<file path="src/rtl/mem_access_unit_pkg.sv">
// Shared types and defaults for the SLC-3 memory access unit.
package mem_pkg;

  // Access sequencer states.
  typedef enum logic [1:0] {
    IDLE  = 2'd0,
    READ  = 2'd1,
    WRITE = 2'd2,
    DONE  = 2'd3
  } mem_state_t;

  // Extra SRAM cycles per access when the instantiator does not override it.
  localparam int WAIT_CYCLES_DEFAULT = 2;

  // Width of the wait counter: enough bits to hold WAIT_CYCLES, never less than one.
  function automatic int cnt_width(input int wait_cycles);
    return (wait_cycles < 1) ? 1 : $clog2(wait_cycles + 1);
  endfunction

endpackage

</file>
<file path="src/rtl/mem_access_unit_if.sv">
// Datapath-bus and control-handshake bundle between the control FSM / bus mux
// (master) and the memory access unit (slave).
interface mem_access_unit_if #(
  parameter int N  = 16,
  parameter int AW = 16
);
  logic [N-1:0]  Bus;
  logic          LD_MAR;
  logic          LD_MDR;
  logic          mem_req;
  logic          mem_we;
  logic          mem_busy;
  logic          mem_done;
  logic [AW-1:0] MAR;
  logic [N-1:0]  MDR;

  modport master (
    output Bus, LD_MAR, LD_MDR, mem_req, mem_we,
    input  mem_busy, mem_done, MAR, MDR
  );

  modport slave (
    input  Bus, LD_MAR, LD_MDR, mem_req, mem_we,
    output mem_busy, mem_done, MAR, MDR
  );
endinterface

</file>
<file path="src/rtl/mem_access_unit_wait.sv">
// Down-counter holding the remaining SRAM wait cycles of the current access.
// Loads at access start, decrements while enabled and parks at zero.
module wait_counter #(
  parameter int W = 2
) (
  input  logic         clk,
  input  logic         rst_n,
  input  logic         load,
  input  logic [W-1:0] load_val,
  input  logic         dec,
  output logic         zero
);

  logic [W-1:0] cnt;

  // Load has priority; decrement saturates at zero so the counter never wraps.
  // NOTE: state is updated with non-blocking assignments so every flop sees pre-edge values.
  always_ff @(posedge clk or negedge rst_n) begin
    if (!rst_n) begin
      cnt <= '0;
    end else if (load) begin
      cnt <= load_val;
    end else if (dec && (cnt != '0)) begin
      cnt <= cnt - W'(1);
    end
  end

  assign zero = (cnt == '0);

endmodule

</file>
<file path="src/rtl/mem_access_unit.sv">
// SLC-3 memory access unit: owns MAR/MDR and sequences SRAM reads/writes with
// a fixed number of wait cycles behind a req/done handshake.
module mem_access_unit
  import mem_pkg::*;
#(
  parameter int N           = 16,
  parameter int AW          = 16,
  parameter int WAIT_CYCLES = WAIT_CYCLES_DEFAULT
) (
  input  logic          Clk,
  input  logic          Reset_n,
  mem_access_unit_if.slave cpu,
  output logic [AW-1:0] MEM_ADDR,
  output logic          MEM_CE_n,
  output logic          MEM_OE_n,
  output logic          MEM_WE_n,
  output logic [N-1:0]  Data_to_SRAM,
  input  logic [N-1:0]  Data_from_SRAM
);

  localparam int CW = cnt_width(WAIT_CYCLES);

  mem_state_t    state;
  logic [AW-1:0] mar_q;
  logic [N-1:0]  mdr_q;
  logic          busy_q;
  logic          done_q;
  logic          ce_n_q;
  logic          oe_n_q;
  logic          we_n_q;
  logic          accept;
  logic          in_access;
  logic          cnt_zero;

  assign accept    = (state == IDLE) && cpu.mem_req;
  assign in_access = (state == READ) || (state == WRITE);

  wait_counter #(.W(CW)) u_wait (
    .clk      (Clk),
    .rst_n    (Reset_n),
    .load     (accept),
    .load_val (CW'(WAIT_CYCLES)),
    .dec      (in_access),
    .zero     (cnt_zero)
  );

  // Access FSM plus MAR/MDR registers. Strobes, busy and done are registered
  // alongside the state so each always equals the decode of the current state.
  // NOTE: everything here, including the MAR/MDR data registers, has an async reset
  // because reset values are architecturally visible on the bus mux.
  always_ff @(posedge Clk or negedge Reset_n) begin
    if (!Reset_n) begin
      state  <= IDLE;
      mar_q  <= '0;
      mdr_q  <= '0;
      busy_q <= 1'b0;
      done_q <= 1'b0;
      ce_n_q <= 1'b1;
      oe_n_q <= 1'b1;
      we_n_q <= 1'b1;
    end else begin
      case (state)
        IDLE: begin
          if (cpu.LD_MAR) mar_q <= cpu.Bus[AW-1:0];
          if (cpu.LD_MDR) mdr_q <= cpu.Bus;
          if (cpu.mem_req) begin
            state  <= cpu.mem_we ? WRITE : READ;
            busy_q <= 1'b1;
            ce_n_q <= 1'b0;
            oe_n_q <= cpu.mem_we;
            we_n_q <= ~cpu.mem_we;
          end
        end
        READ, WRITE: begin
          if (cnt_zero) begin
            if (state == READ) mdr_q <= Data_from_SRAM;
            state  <= DONE;
            busy_q <= 1'b0;
            done_q <= 1'b1;
            ce_n_q <= 1'b1;
            oe_n_q <= 1'b1;
            we_n_q <= 1'b1;
          end
        end
        default: begin  // DONE: one-cycle pulse, requests ignored
          state  <= IDLE;
          done_q <= 1'b0;
        end
      endcase
    end
  end

  assign cpu.MAR      = mar_q;
  assign cpu.MDR      = mdr_q;
  assign cpu.mem_busy = busy_q;
  assign cpu.mem_done = done_q;
  assign MEM_ADDR     = mar_q;
  assign Data_to_SRAM = mdr_q;
  assign MEM_CE_n     = ce_n_q;
  assign MEM_OE_n     = oe_n_q;
  assign MEM_WE_n     = we_n_q;

endmodule
</file>
<file path="src/flat_wrapper.sv">
// flat-port wrapper written by rule: the top's interface ports become plain ports
module mem_access_unit_flat import mem_pkg::*;
#(
  parameter int N           = 16,
  parameter int AW          = 16,
  parameter int WAIT_CYCLES = WAIT_CYCLES_DEFAULT
)
  (Clk, Reset_n, MEM_ADDR, MEM_CE_n, MEM_OE_n, MEM_WE_n, Data_to_SRAM, Data_from_SRAM, cpu_Bus, cpu_LD_MAR, cpu_LD_MDR, cpu_mem_req, cpu_mem_we, cpu_mem_busy, cpu_mem_done, cpu_MAR, cpu_MDR);
  mem_access_unit_if #(.N(N), .AW(AW)) cpu_i ();
  input  logic Clk;
  input  logic Reset_n;
  output logic [AW-1:0] MEM_ADDR;
  output logic MEM_CE_n;
  output logic MEM_OE_n;
  output logic MEM_WE_n;
  output logic [N-1:0] Data_to_SRAM;
  input  logic [N-1:0] Data_from_SRAM;
  input wire logic [$bits(cpu_i.Bus)-1:0] cpu_Bus;
  input wire logic [$bits(cpu_i.LD_MAR)-1:0] cpu_LD_MAR;
  input wire logic [$bits(cpu_i.LD_MDR)-1:0] cpu_LD_MDR;
  input wire logic [$bits(cpu_i.mem_req)-1:0] cpu_mem_req;
  input wire logic [$bits(cpu_i.mem_we)-1:0] cpu_mem_we;
  output wire logic [$bits(cpu_i.mem_busy)-1:0] cpu_mem_busy;
  output wire logic [$bits(cpu_i.mem_done)-1:0] cpu_mem_done;
  output wire logic [$bits(cpu_i.MAR)-1:0] cpu_MAR;
  output wire logic [$bits(cpu_i.MDR)-1:0] cpu_MDR;
  assign cpu_i.Bus = cpu_Bus;
  assign cpu_i.LD_MAR = cpu_LD_MAR;
  assign cpu_i.LD_MDR = cpu_LD_MDR;
  assign cpu_i.mem_req = cpu_mem_req;
  assign cpu_i.mem_we = cpu_mem_we;
  assign cpu_mem_busy = cpu_i.mem_busy;
  assign cpu_mem_done = cpu_i.mem_done;
  assign cpu_MAR = cpu_i.MAR;
  assign cpu_MDR = cpu_i.MDR;
  mem_access_unit #(.N(N), .AW(AW), .WAIT_CYCLES(WAIT_CYCLES)) u_core (.Clk(Clk), .Reset_n(Reset_n), .cpu(cpu_i), .MEM_ADDR(MEM_ADDR), .MEM_CE_n(MEM_CE_n), .MEM_OE_n(MEM_OE_n), .MEM_WE_n(MEM_WE_n), .Data_to_SRAM(Data_to_SRAM), .Data_from_SRAM(Data_from_SRAM));
endmodule
</file>
<file path="config.mk">
export PLATFORM = sky130hd
export DESIGN_NAME = mem_access_unit_flat
export DESIGN_NICKNAME = d
export VERILOG_FILES = /design/src/rtl/mem_access_unit_pkg.sv /design/src/rtl/mem_access_unit_if.sv /design/src/rtl/mem_access_unit_wait.sv /design/src/rtl/mem_access_unit.sv /design/src/flat_wrapper.sv
export SDC_FILE = /design/constraint.sdc
export NUM_CORES = 1
export LEC_CHECK = 0
export ABC_AREA = 0
export CORE_MARGIN = 4
export CORE_UTILIZATION = 30
export DETAILED_ROUTE_END_ITERATION = 10
export SYNTH_ARGS = -nofsm -noshare
export SYNTH_HDL_FRONTEND = slang
export SYNTH_SLANG_ARGS = --single-unit
</file>
<file path="constraint.sdc">
create_clock -name Clk -period 2.9 [get_ports Clk]
set_input_delay 0.725 -clock Clk [delete_from_list [all_inputs] [get_ports Clk]]
set_output_delay 0.725 -clock Clk [all_outputs]
set_load 0.02 [all_outputs]
</file>
==> results of run 1 <==
-- sequential cells by signal (all words and copies together), names as in the netlist --
| register | flops |
|---|---|
| u_core.cpu.mem_busy | 1 |
| u_core.MEM_CE_n | 1 |
| u_core.cpu.mem_done | 1 |
| u_core.u_wait.cnt | 2 |
| u_core.MEM_ADDR | 16 |
| u_core.state | 2 |
| u_core.Data_to_SRAM | 16 |
| u_core.MEM_WE_n | 1 |
| u_core.MEM_OE_n | 1 |
-- layer usage --
| metal | GRT usage (%) | wire length [um] | up-vias |
|---|---|---|---|
| li1 | - | - | 683 |
| met1 | 16.13 | 2246 | 690 |
| met2 | 17.16 | 2175 | 72 |
| met3 | 3.737 | 426 | 5 |
| met4 | 2.599 | 33 | 0 |
| met5 | 0 | 0 | - |
-- how the worst max path moves through the flow --
stage          cells past startpoint            start                       to
2_1_floorplan                      8  u_core.state[0]  u_core.Data_to_SRAM[10]
3_3_place_gp                       4       cpu_LD_MDR   u_core.Data_to_SRAM[8]
3_5_place_dp                       4       cpu_LD_MDR  u_core.Data_to_SRAM[10]
4_1_cts                            1  u_core.MEM_WE_n                 MEM_WE_n
5_1_grt                            1  u_core.MEM_CE_n                 MEM_CE_n
6_report                           1  u_core.MEM_CE_n                 MEM_CE_n
-- cells in the final DEF, fill, tap and decap left out --
cell type	n
o21a_1	1
nor3_1	1
dfrtp_1	38
buf_2	1
a21oi_1	3
nor2_1	1
or4_1	1
dfstp_2	3
xnor2_1	1
mux2_2	40
mux2i_1	1
a221o_1	1
buf_4	3
o41ai_1	2
clkdlybuf4s50_1	105
clkbuf_8	6
mux2_4	10
nand2b_1	1
inv_1	7
o22a_1	1
bufinv_16	1
o21ai_0	2
nand2_1	1
or4_4	1
clkbuf_1	1
nor2b_1	4
ha_1	4
-- area by class of cell --
type / instances / share of cell area, %
Clock buffer: 7 / 2.722
Clock inverter: 1 / 0.9467
Inverter: 7 / 0.8284
Tap cell: 96 / 3.787
Multi-Input combinational cell: 76 / 25.25
Sequential cell: 41 / 32.47
Timing Repair Buffer: 109 / 34.00
-- kinds of logic after synthesis --
family / after synthesis
AOI/OAI and AO/OA: 10
xor gates and xnor gates: 1
adders and majority gates: 4
buffers and inverters: 46
DFF: 41
muxes: 51
and+or+nand+nor: 10
-- power by group through the flow --
stage          clock network (uW)  logic (uW)  registers (uW)
2_1_floorplan                   0        1890            1420
3_3_place_gp                    0        3070            1120
3_5_place_dp                    0        3110            1130
4_1_cts                       496        3120            1120
5_1_grt                       511        3260            1170
6_report                      470        3070            1110
-- stage by stage --
step / std cells / hold slack (ps) / area (um2)
final: 337 / 515.9 / 3172
after global routing: 337 / 544.2 / 3172
after CTS: 337 / 518.3 / 3172
after detailed placement: 329 / 499.8 / 3055
after global placement: 329 / 489.4 / 3055
after floorplan: 163 / 429.4 / 2146
==> results.md, run 1 <==
- Actual slew at the worst max-slew pin: around 930 ps
- Sw power: between 1500 and 2000 uW
- CP Capture Type: output port
- Setup violators final: 0
- First-pass GRT wire length: around 7.8 mm
- Cts hold-fix bufs: 0
- Total design power: 4651 uW
- Final net count: 282
- Compound-Gate Fraction of Synth Area: 3.207%
- Setup bufs post-CTS: 0
- Worst reg2reg path depth: 5
- CTS resizes: 0
- Asr flop ratio synth: 100.0%
- Fin. Hold Viols: 0
- CTS Buffer Depth: 2
- Layout fillers: ~660
- GRT Overall Usage: 11.49%
- Most frequent cell after synthesis: mux2_2
- Routability Congestion: between 0.7 and 0.8
- Setup crit start kind: flop
- Final Util: approximately 46%
- Reg-to-reg endpoint: u_core.Data_to_SRAM[11]
- Max Cap Viol: 0
- TritonCTS clock tree: done
- Sw frac: around two fifths
- Crit Path Max Fanout: 2
- Io pins: 107
- Gate power share: between 60% and 70%
- Final Max Tran Viols: 0
- Synth cell types: 25
- Clock sink total: roughly 40
- Internal cell power: 2840 uW
- Final min period: between 2000 and 2500 ps
- Post-synthesis cell count: 163
- Clock-pin slew on the worst setup and hold paths: ~80 ps
- Setup_tns: 0 ps
- Slowest-stage cell, CP: clkdlybuf4s50_1
- List of most frequent post-synthesis cells: mux2_2, dfrtp_1, buf_4
- PortBufs: approximately 110
- Mean Syn Cell Area: ~13 um2
- Area grow syn2layout: 47.81%
- Hold_sp: u_core.cpu.mem_done
- VDD IR max: 0.0004948 V
- Register area share after synthesis: 47.99%
- Final Skew: slightly below 7 ps
- Largest family of logic cells by synthesized area: multiplexers
- Post-synthesis mux area share: between 20% and 30%
- Number of synthesized register bits: 41
- RSZ-0062 raised after global routing: no
- Antenna-violating nets left: 0
- Min-Delay Endpoint: u_core.cpu.mem_done
- Leakage Power: 0.001329 uW
- Vias/cell: 4.303
- Initial antenna violation count: 0
- Cell Pwr Density: approximately 1500 mW/mm2
- Routed WL: 4.881 mm
- Detailed-route via count: about 1500
- Synth top area share: about 44%
- Chip height: between 90 and 100 um
- Adder-cell share of the synthesized area: between 2 and 2.5%
- Crit-path cells: clkdlybuf4s50_1
- Hold Path Stages: 1
- Status: completed
- Type of the worst setup path: reg2out
- Synth area leaders: dfrtp_1, mux2_2, buf_4, mux2_4, dfstp_2
- Initial DRC Count: 23
- Clk Latency, worst-skew pair: between 200 and 300 ps
- Core Box Area: approximately 0.0069 mm2
- Clock Power Share: between 10% and 20%
- Setup WS pre-CTS: a little under 600 ps
- Synth Area in XOR/XNOR: less than 1%
- Simple-Gate Fraction of Synth Area: ~2.9%
- Syn nets: 205
- Ratio of cells with drive above 1 in the final layout: around 27%
- Arr. time, crit path: 1420 ps
- CTS Buf Count: 5
- Crit path max-delay family: buffers and inverters
- Sequential power share: 24.0%
- Mapped Area: between 0.002 and 0.0025 mm2
- Worst Path Required: 2170 ps
- GRT overflow: 0
- Peak Freq: approximately 470 MHz
- Root Buffer: clkbuf_8
- Ant. Diodes: 0
- Setup WS post-layout: between 700 and 800 ps
- Slowest stage delay, CP: about 600 ps
- Reg2Reg Setup Slack: 870 ps
- Vias in the first global route: 1531
- Cell taking the most area after synthesis: dfrtp_1
- Relative slew margins: a little under two fifths
- Multi-input gate area: approximately 800 um2
- Area occupied by registers: just over 0.001 mm2
- Avg WL per Cell: roughly 14 um
- Largest net degree at the start of global routing: 42
- DRC Markers: 0
- Ys flop type: dfrtp_1
- Die X: around 90 um
- Yosys warnings: 0
- EDFF count, synth: 0
- H-tree levels: 2
- Crit share post-route: 73.87%
- Drt pass-1 iters: 4
- Reg2reg start: u_core.state[0]
- Starting Density: roughly 31%
- Post-detail-place hpwl: roughly 3.5 mm
- Cell Rows: 30
- Die Area: roughly 0.0086 mm2
- Hold Crit Class: reg2reg
- CP Buf/Inv Count: 1
Power figures use the tool's default switching activity.
==> inputs of run 2 (changes only) <==
--- a/config.mk
+++ b/config.mk
@@ -9,6 +9,7 @@
 export CORE_MARGIN = 4
 export CORE_UTILIZATION = 30
 export DETAILED_ROUTE_END_ITERATION = 10
+export PLACE_DENSITY = 0.65
 export SYNTH_ARGS = -nofsm -noshare
 export SYNTH_HDL_FRONTEND = slang
 export SYNTH_SLANG_ARGS = --single-unit
==> constraint.sdc (replaced) <==
create_clock -name Clk -period 1.9 [get_ports Clk]
set_input_delay 0.475 -clock Clk [delete_from_list [all_inputs] [get_ports Clk]]
set_output_delay 0.475 -clock Clk [all_outputs]
set_load 0.02 [all_outputs]
==> results.md, run 2 (same netlist as run 1, synthesis figures left out) <==
- Io pins: between 100 and 150
- CTS Buffer Depth: 2
- Gate power share: around 68%
- Sw power: around 2800 uW
- CP Capture Type: flop
- Routed WL: ~5.0 mm
- Final Skew: 4.939 ps
- Die X: around 93 um
- Cell Pwr Density: around 2200 mW/mm2
- GRT Overall Usage: 12.16%
- Cell Rows: 30
- Largest net degree at the start of global routing: 24
- Drt pass-1 iters: 3
- TritonCTS clock tree: done
- Sw frac: between 30% and 40%
- Initial antenna violation count: 0
- Peak Freq: 536.2 MHz
- Setup bufs post-CTS: 0
- H-tree levels: 2
- Avg WL per Cell: 14.48 um
- Most frequent cells in the layout: clkdlybuf4s50_1, mux2_2, dfrtp_1, mux2_4, buf_4
- Dpl cell area: around 0.0031 mm2
- VDD IR max: 0.0009990 V
- Reg-to-reg endpoint: u_core.Data_to_SRAM[10]
- Setup violators final: 0
- Leakage Power: approximately 0.0014 uW
- Ratio of cells with drive above 1 in the final layout: between 30% and 40%
- PortBufs: about 110
- Reg2Reg Setup Slack: between 30 and 40 ps
- Area grow syn2layout: 51.66%
- Core Box Area: between 0.006 and 0.007 mm2
- Final Util: approximately 47%
- Internal cell power: 4375 uW
- CTS Buf Count: 5
- First-pass GRT wire length: 8.031 mm
- Crit share post-route: 98.16%
- Worst Path Required: just over 2000 ps
- Routability Congestion: just under 0.7
- Initial DRC Count: 13
- Status: completed
- Detailed-route via count: roughly 1500
- Vias/cell: roughly 4.3
- Worst reg2reg path depth: 5
- Actual slew at the worst max-slew pin: 447.9 ps
- GRT overflow: 0
- Fin. Hold Viols: 0
- Crit Path Max Fanout: 8
- Type of the worst setup path: reg2reg
- Setup crit start kind: flop
- Reg2reg start: u_core.state[1]
- Clock Power Share: under 10%
- Relative slew margins: 70.14%
- Root Buffer: clkbuf_8
- Final min period: 1865 ps
- Vias in the first global route: 1588
- Clock sink total: 41
- Max Cap Viol: 0
- Chip height: a little over 90 um
- Arr. time, crit path: around 2000 ps
- Final net count: 290
- Commonest non-fill, non-tap cell in the layout: clkdlybuf4s50_1
- Hold Crit Class: in2async
- Clk Latency, worst-skew pair: between 200 and 300 ps
- Starting Density: 31.24%
- Ant. Diodes: 0
- RSZ-0062 raised after global routing: yes
- Die Area: 0.008570 mm2
- Sequential power share: a little under a quarter
- Post-detail-place hpwl: between 3 and 4 mm
- Antenna-violating nets left: 0
- Finished Cell Area: 0.003254 mm2
- Clock-pin slew on the worst setup and hold paths: 80 ps
- Final Max Tran Viols: 0
- DRC Markers: 0
[run 2: cell count changes in the layout (fill, tap and decap cells not counted), sizes merged]
cell / previous run / this run
buf: 4 / 11
bufinv: 1 / 0
clkdlybuf4s50: 105 / 102
clkinv: 0 / 1
dlygate4sd2: 0 / 3
or4: 2 / 3
[run 2: layer usage]
metal	global-route usage (%)	vias to the layer above	part of all wire (%)
li1	-	703	-
met1	15.67	717	43
met2	19.21	68	47
met3	3.899	7	9.3
met4	4.084	0	1.2
met5	0	-	0
[run 2: layout make-up]
cell class              count  area, um2
flip-flops and latches     41       1030
multi-input cells          77      837.1
clock buffers               7      96.34
fillers                   675       3615
repair buffers            116       1140
clock inverters             1      5.005
well taps                  96      120.1
inverters                   7      26.28
[run 2: critical path, stage by stage, from the launching register on]
cell and delay (ps):
dfrtp_1 400, inv_2 80, ha_4 200, nor2b_4 130, or4_4 600, mux2_4 340
[run 2: worst max-delay path by stage]
stage                     depth (start not counted)                 endpoint            start
after detailed placement                          4  u_core.Data_to_SRAM[10]       cpu_LD_MDR
after global placement                            4  u_core.Data_to_SRAM[12]       cpu_LD_MDR
after floorplan                                   8  u_core.Data_to_SRAM[10]  u_core.state[1]
after CTS                                         5  u_core.Data_to_SRAM[10]  u_core.state[1]
final                                             5  u_core.Data_to_SRAM[10]  u_core.state[1]
after global routing                              5  u_core.Data_to_SRAM[10]  u_core.state[1]
[run 2: power by group through the flow]
| stage | Combinational, uW | Sequential [uW] | Clock [uW] |
|---|---|---|---|
| CTS | 4950 | 1710 | 641 |
| global route | 5190 | 1780 | 680 |
| detailed placement | 4880 | 1730 | 0 |
| finish | 4870 | 1700 | 618 |
| global placement | 4810 | 1710 | 0 |
| floorplan | 2970 | 2170 | 0 |
[run 2: stage by stage]
| stage | std cells | setup TNS [ps] | hold WS, ps | setup WS, ps | power [uW] |
|---|---|---|---|---|---|
| CTS | 345 | -188.8 | 136.0 | -34.78 | 7308 |
| global route | 345 | -3.929 | 153.7 | -3.929 | 7646 |
| detailed placement | 336 | -2351 | 448.0 | -163.7 | 6610 |
| global placement | 336 | -1919 | 448.4 | -130.6 | 6518 |
| finish | 345 | 0 | 128.0 | 35.05 | 7192 |
| floorplan | 163 | -1900 | 179.4 | -184.2 | 5136 |
[run 2: timing repair]
action | in CTS | in global routing
resized for setup | 4 | 2
endpoints found under the setup margin | 19 | 15
gates cloned | 1 | 0
hold buffers | 0 | 0
pin swaps | 1 | 2
==> inputs of run 3 (changes only) <==
--- a/config.mk
+++ b/config.mk
@@ -9,7 +9,7 @@
 export CORE_MARGIN = 4
 export CORE_UTILIZATION = 30
 export DETAILED_ROUTE_END_ITERATION = 10
-export PLACE_DENSITY = 0.65
 export SYNTH_ARGS = -nofsm -noshare
 export SYNTH_HDL_FRONTEND = slang
+export SYNTH_HIERARCHICAL = 1
 export SYNTH_SLANG_ARGS = --single-unit
==> results.md, run 3 <==
- Die Area: about 0.009 mm2
- Area grow syn2layout: 50.87%
- Slowest stage delay, CP: about 600 ps
- Setup WS post-layout: 34.92 ps
- Fin cells: about 360
- Register area share after synthesis: 46.31%
- Sw frac: between 30% and 40%
- Most frequent cell after synthesis: mux2_2
- H-tree levels: 2
- Final Skew: 3.983 ps
- Initial DRC Count: between 40 and 50
- CP Capture Type: flop
- Post-synthesis cell count: roughly 170
- Clk Latency, worst-skew pair: around 290 ps
- Layout fillers: between 600 and 700
- Routability Congestion: slightly above 0.7
- VDD IR max: about 0.0008 V
- Final Max Tran Viols: 0
- Vias/cell: 4.329
- Mapped Area: 0.002223 mm2
- Clock sink total: a little over 40
- Cts hold-fix bufs: 0
- DRC Markers: 0
- CTS Buffer Depth: 2
- Asr flop ratio synth: between 90% and 100%
- Ys flop type: dfrtp_1
- Die X: approximately 94 um
- Crit-path cells: inv_2 -> ha_4 -> nor2b_4 -> or4_4 -> mux2_4
- Clock Power Share: approximately a tenth
- Cell taking the most area after synthesis: dfrtp_1
- Vias in the first global route: roughly 1600
- Peak Freq: roughly 540 MHz
- GRT Overall Usage: 12.19%
- Detailed-route via count: ~1600
- Status: completed
- Hold_ws: between 100 and 150 ps
- Reg2reg start: u_core/state[1]
- Final min period: 1865 ps
- Routed WL: about 5.3 mm
- Cell Rows: 31
- Max Cap Viol: 0
- Reg2Reg Setup Slack: ~35 ps
- Setup violators final: 0
- Synth cell types: 28
- Internal cell power: 4494 uW
- Leakage Power: roughly 0.0014 uW
- Clock-pin slew on the worst setup and hold paths: ~80 ps
- Avg WL per Cell: between 10 and 15 um
- Crit Path Max Fanout: 8
- Arr. time, crit path: 2040 ps
- Slowest-stage cell, CP: or4_4
- Mean Syn Cell Area: ~13 um2
- List of most frequent post-synthesis cells: mux2_2, dfrtp_1, buf_4
- Cell Pwr Density: 2193 mW/mm2
- Commonest non-fill, non-tap cell in the layout: clkdlybuf4s50_1
- Setup crit start kind: flop
- Type of the worst setup path: reg2reg
- Sw power: between 2000 and 3000 uW
- Syn nets: ~220
- Number of synthesized register bits: between 40 and 50
- Area occupied by registers: around 0.001 mm2
- EDFF count, synth: 0
- Initial antenna violation count: 0
- Synth top area share: between 40% and 50%
- Sequential power share: a little under a quarter
- Worst Path Required: between 2000 and 2500 ps
- Starting Density: a little under a third
- Io pins: between 100 and 150
- TritonCTS clock tree: done
- Hold Crit Class: in2async
- CTS Buf Count: 5
- GRT overflow: 0
- Synth area leaders: dfrtp_1, mux2_2, buf_4, mux2_4, dfstp_2
- Chip height: roughly 94 um
- Most frequent cells in the layout: clkdlybuf4s50_1, mux2_2, dfrtp_1, mux2_4, buf_4
- Crit path launch: u_core/state[1]
- PortBufs: approximately 110
- Multi-input gate area: approximately 900 um2
- Drt pass-1 iters: 4
- Antenna-violating nets left: 0
- Cells after DPL: approximately 350
- Final net count: between 300 and 400
- RSZ-0062 raised after global routing: yes
- First-pass GRT wire length: 8.362 mm
- Core Box Area: about 0.0072 mm2
- Ratio of cells with drive above 1 in the final layout: between 30% and 40%
- Gate power share: ~67%
- Crit share post-route: between 90 and 100%
- Root Buffer: clkbuf_8
- Fin. Hold Viols: 0
- Post-detail-place hpwl: roughly 4 mm
- Final Util: between 40 and 50%
- Largest net degree at the start of global routing: 27
- Ant. Diodes: 0
- Setup WS pre-CTS: -167.0 ps
- Yosys warnings: 6
-- run 3: critical path: cells and delay by family (launching register included) --
kind | cells | cell delay [ps]
muxes | 1 | 330
DFF | 1 | 410
buffers and inverters | 1 | 80
adders and majority gates | 1 | 200
and+or+nand+nor | 2 | 730
-- run 3: worst paths after layout --
check / depth (start not counted) / endpoint
max: 5 / u_core/Data_to_SRAM[13]
min: 1 / u_core/state[1]
max reg2reg: 5 / u_core/Data_to_SRAM[13]
min reg2reg: 1 / u_core/cpu.mem_done
max in group asynchronous: 2 / u_core/Data_to_SRAM[3]
min in group Clk: 1 / u_core/cpu.mem_done
-- run 3: layout make-up --
| type | instances | area share [%] |
|---|---|---|
| Clock buffer | 6 | 2.462 |
| Timing Repair Buffer | 117 | 34.58 |
| Tap cell | 99 | 3.693 |
| Inverter | 5 | 0.5595 |
| Multi-Input combinational cell | 89 | 26.89 |
| Sequential cell | 41 | 30.70 |
| Clock inverter | 2 | 1.119 |
-- run 3: per-stage QoR --
step	instance area [um2]	total power (uW)	TNS [ps]
after floorplan	2236	5199	-1611
after global placement	3209	6565	-2428
after detailed placement	3209	6642	-2511
after CTS	3352	7489	-1.217
after global routing	3354	7806	-56.95
final	3354	7358	0
-- run 3: power by group through the flow --
stage	Combinational, uW	Clock (uW)	Sequential (uW)
2_1_floorplan	3060	0	2140
3_3_place_gp	4850	0	1710
3_5_place_dp	4920	0	1720
4_1_cts	5030	756	1710
5_1_grt	5240	797	1770
6_report	4930	735	1690
-- run 3: routing by layer --
metal	up-vias	GRT usage, %	wire length (um)
met1	756	15.18	2244
li1	736	-	-
met3	6	3.606	359
met5	-	0	0
met2	56	20.52	2655
met4	0	3.249	52
-- run 3: cell families after synthesis --
group	share of synthesized area [%]
AND/OR/NAND/NOR	5.403
other	0.3378
buffers and inverters	14.29
flip-flops	46.31
adder cells (fa/ha/maj)	2.251
AO/OA/AOI/OAI	4.446
multiplexers	26.96
-- run 3: repair_timing --
action,in CTS,in global routing
endpoints found under the setup margin,19,10
gates resized for setup,4,1
buffers inserted,2,0
gates cloned,1,0
pin swaps,2,2
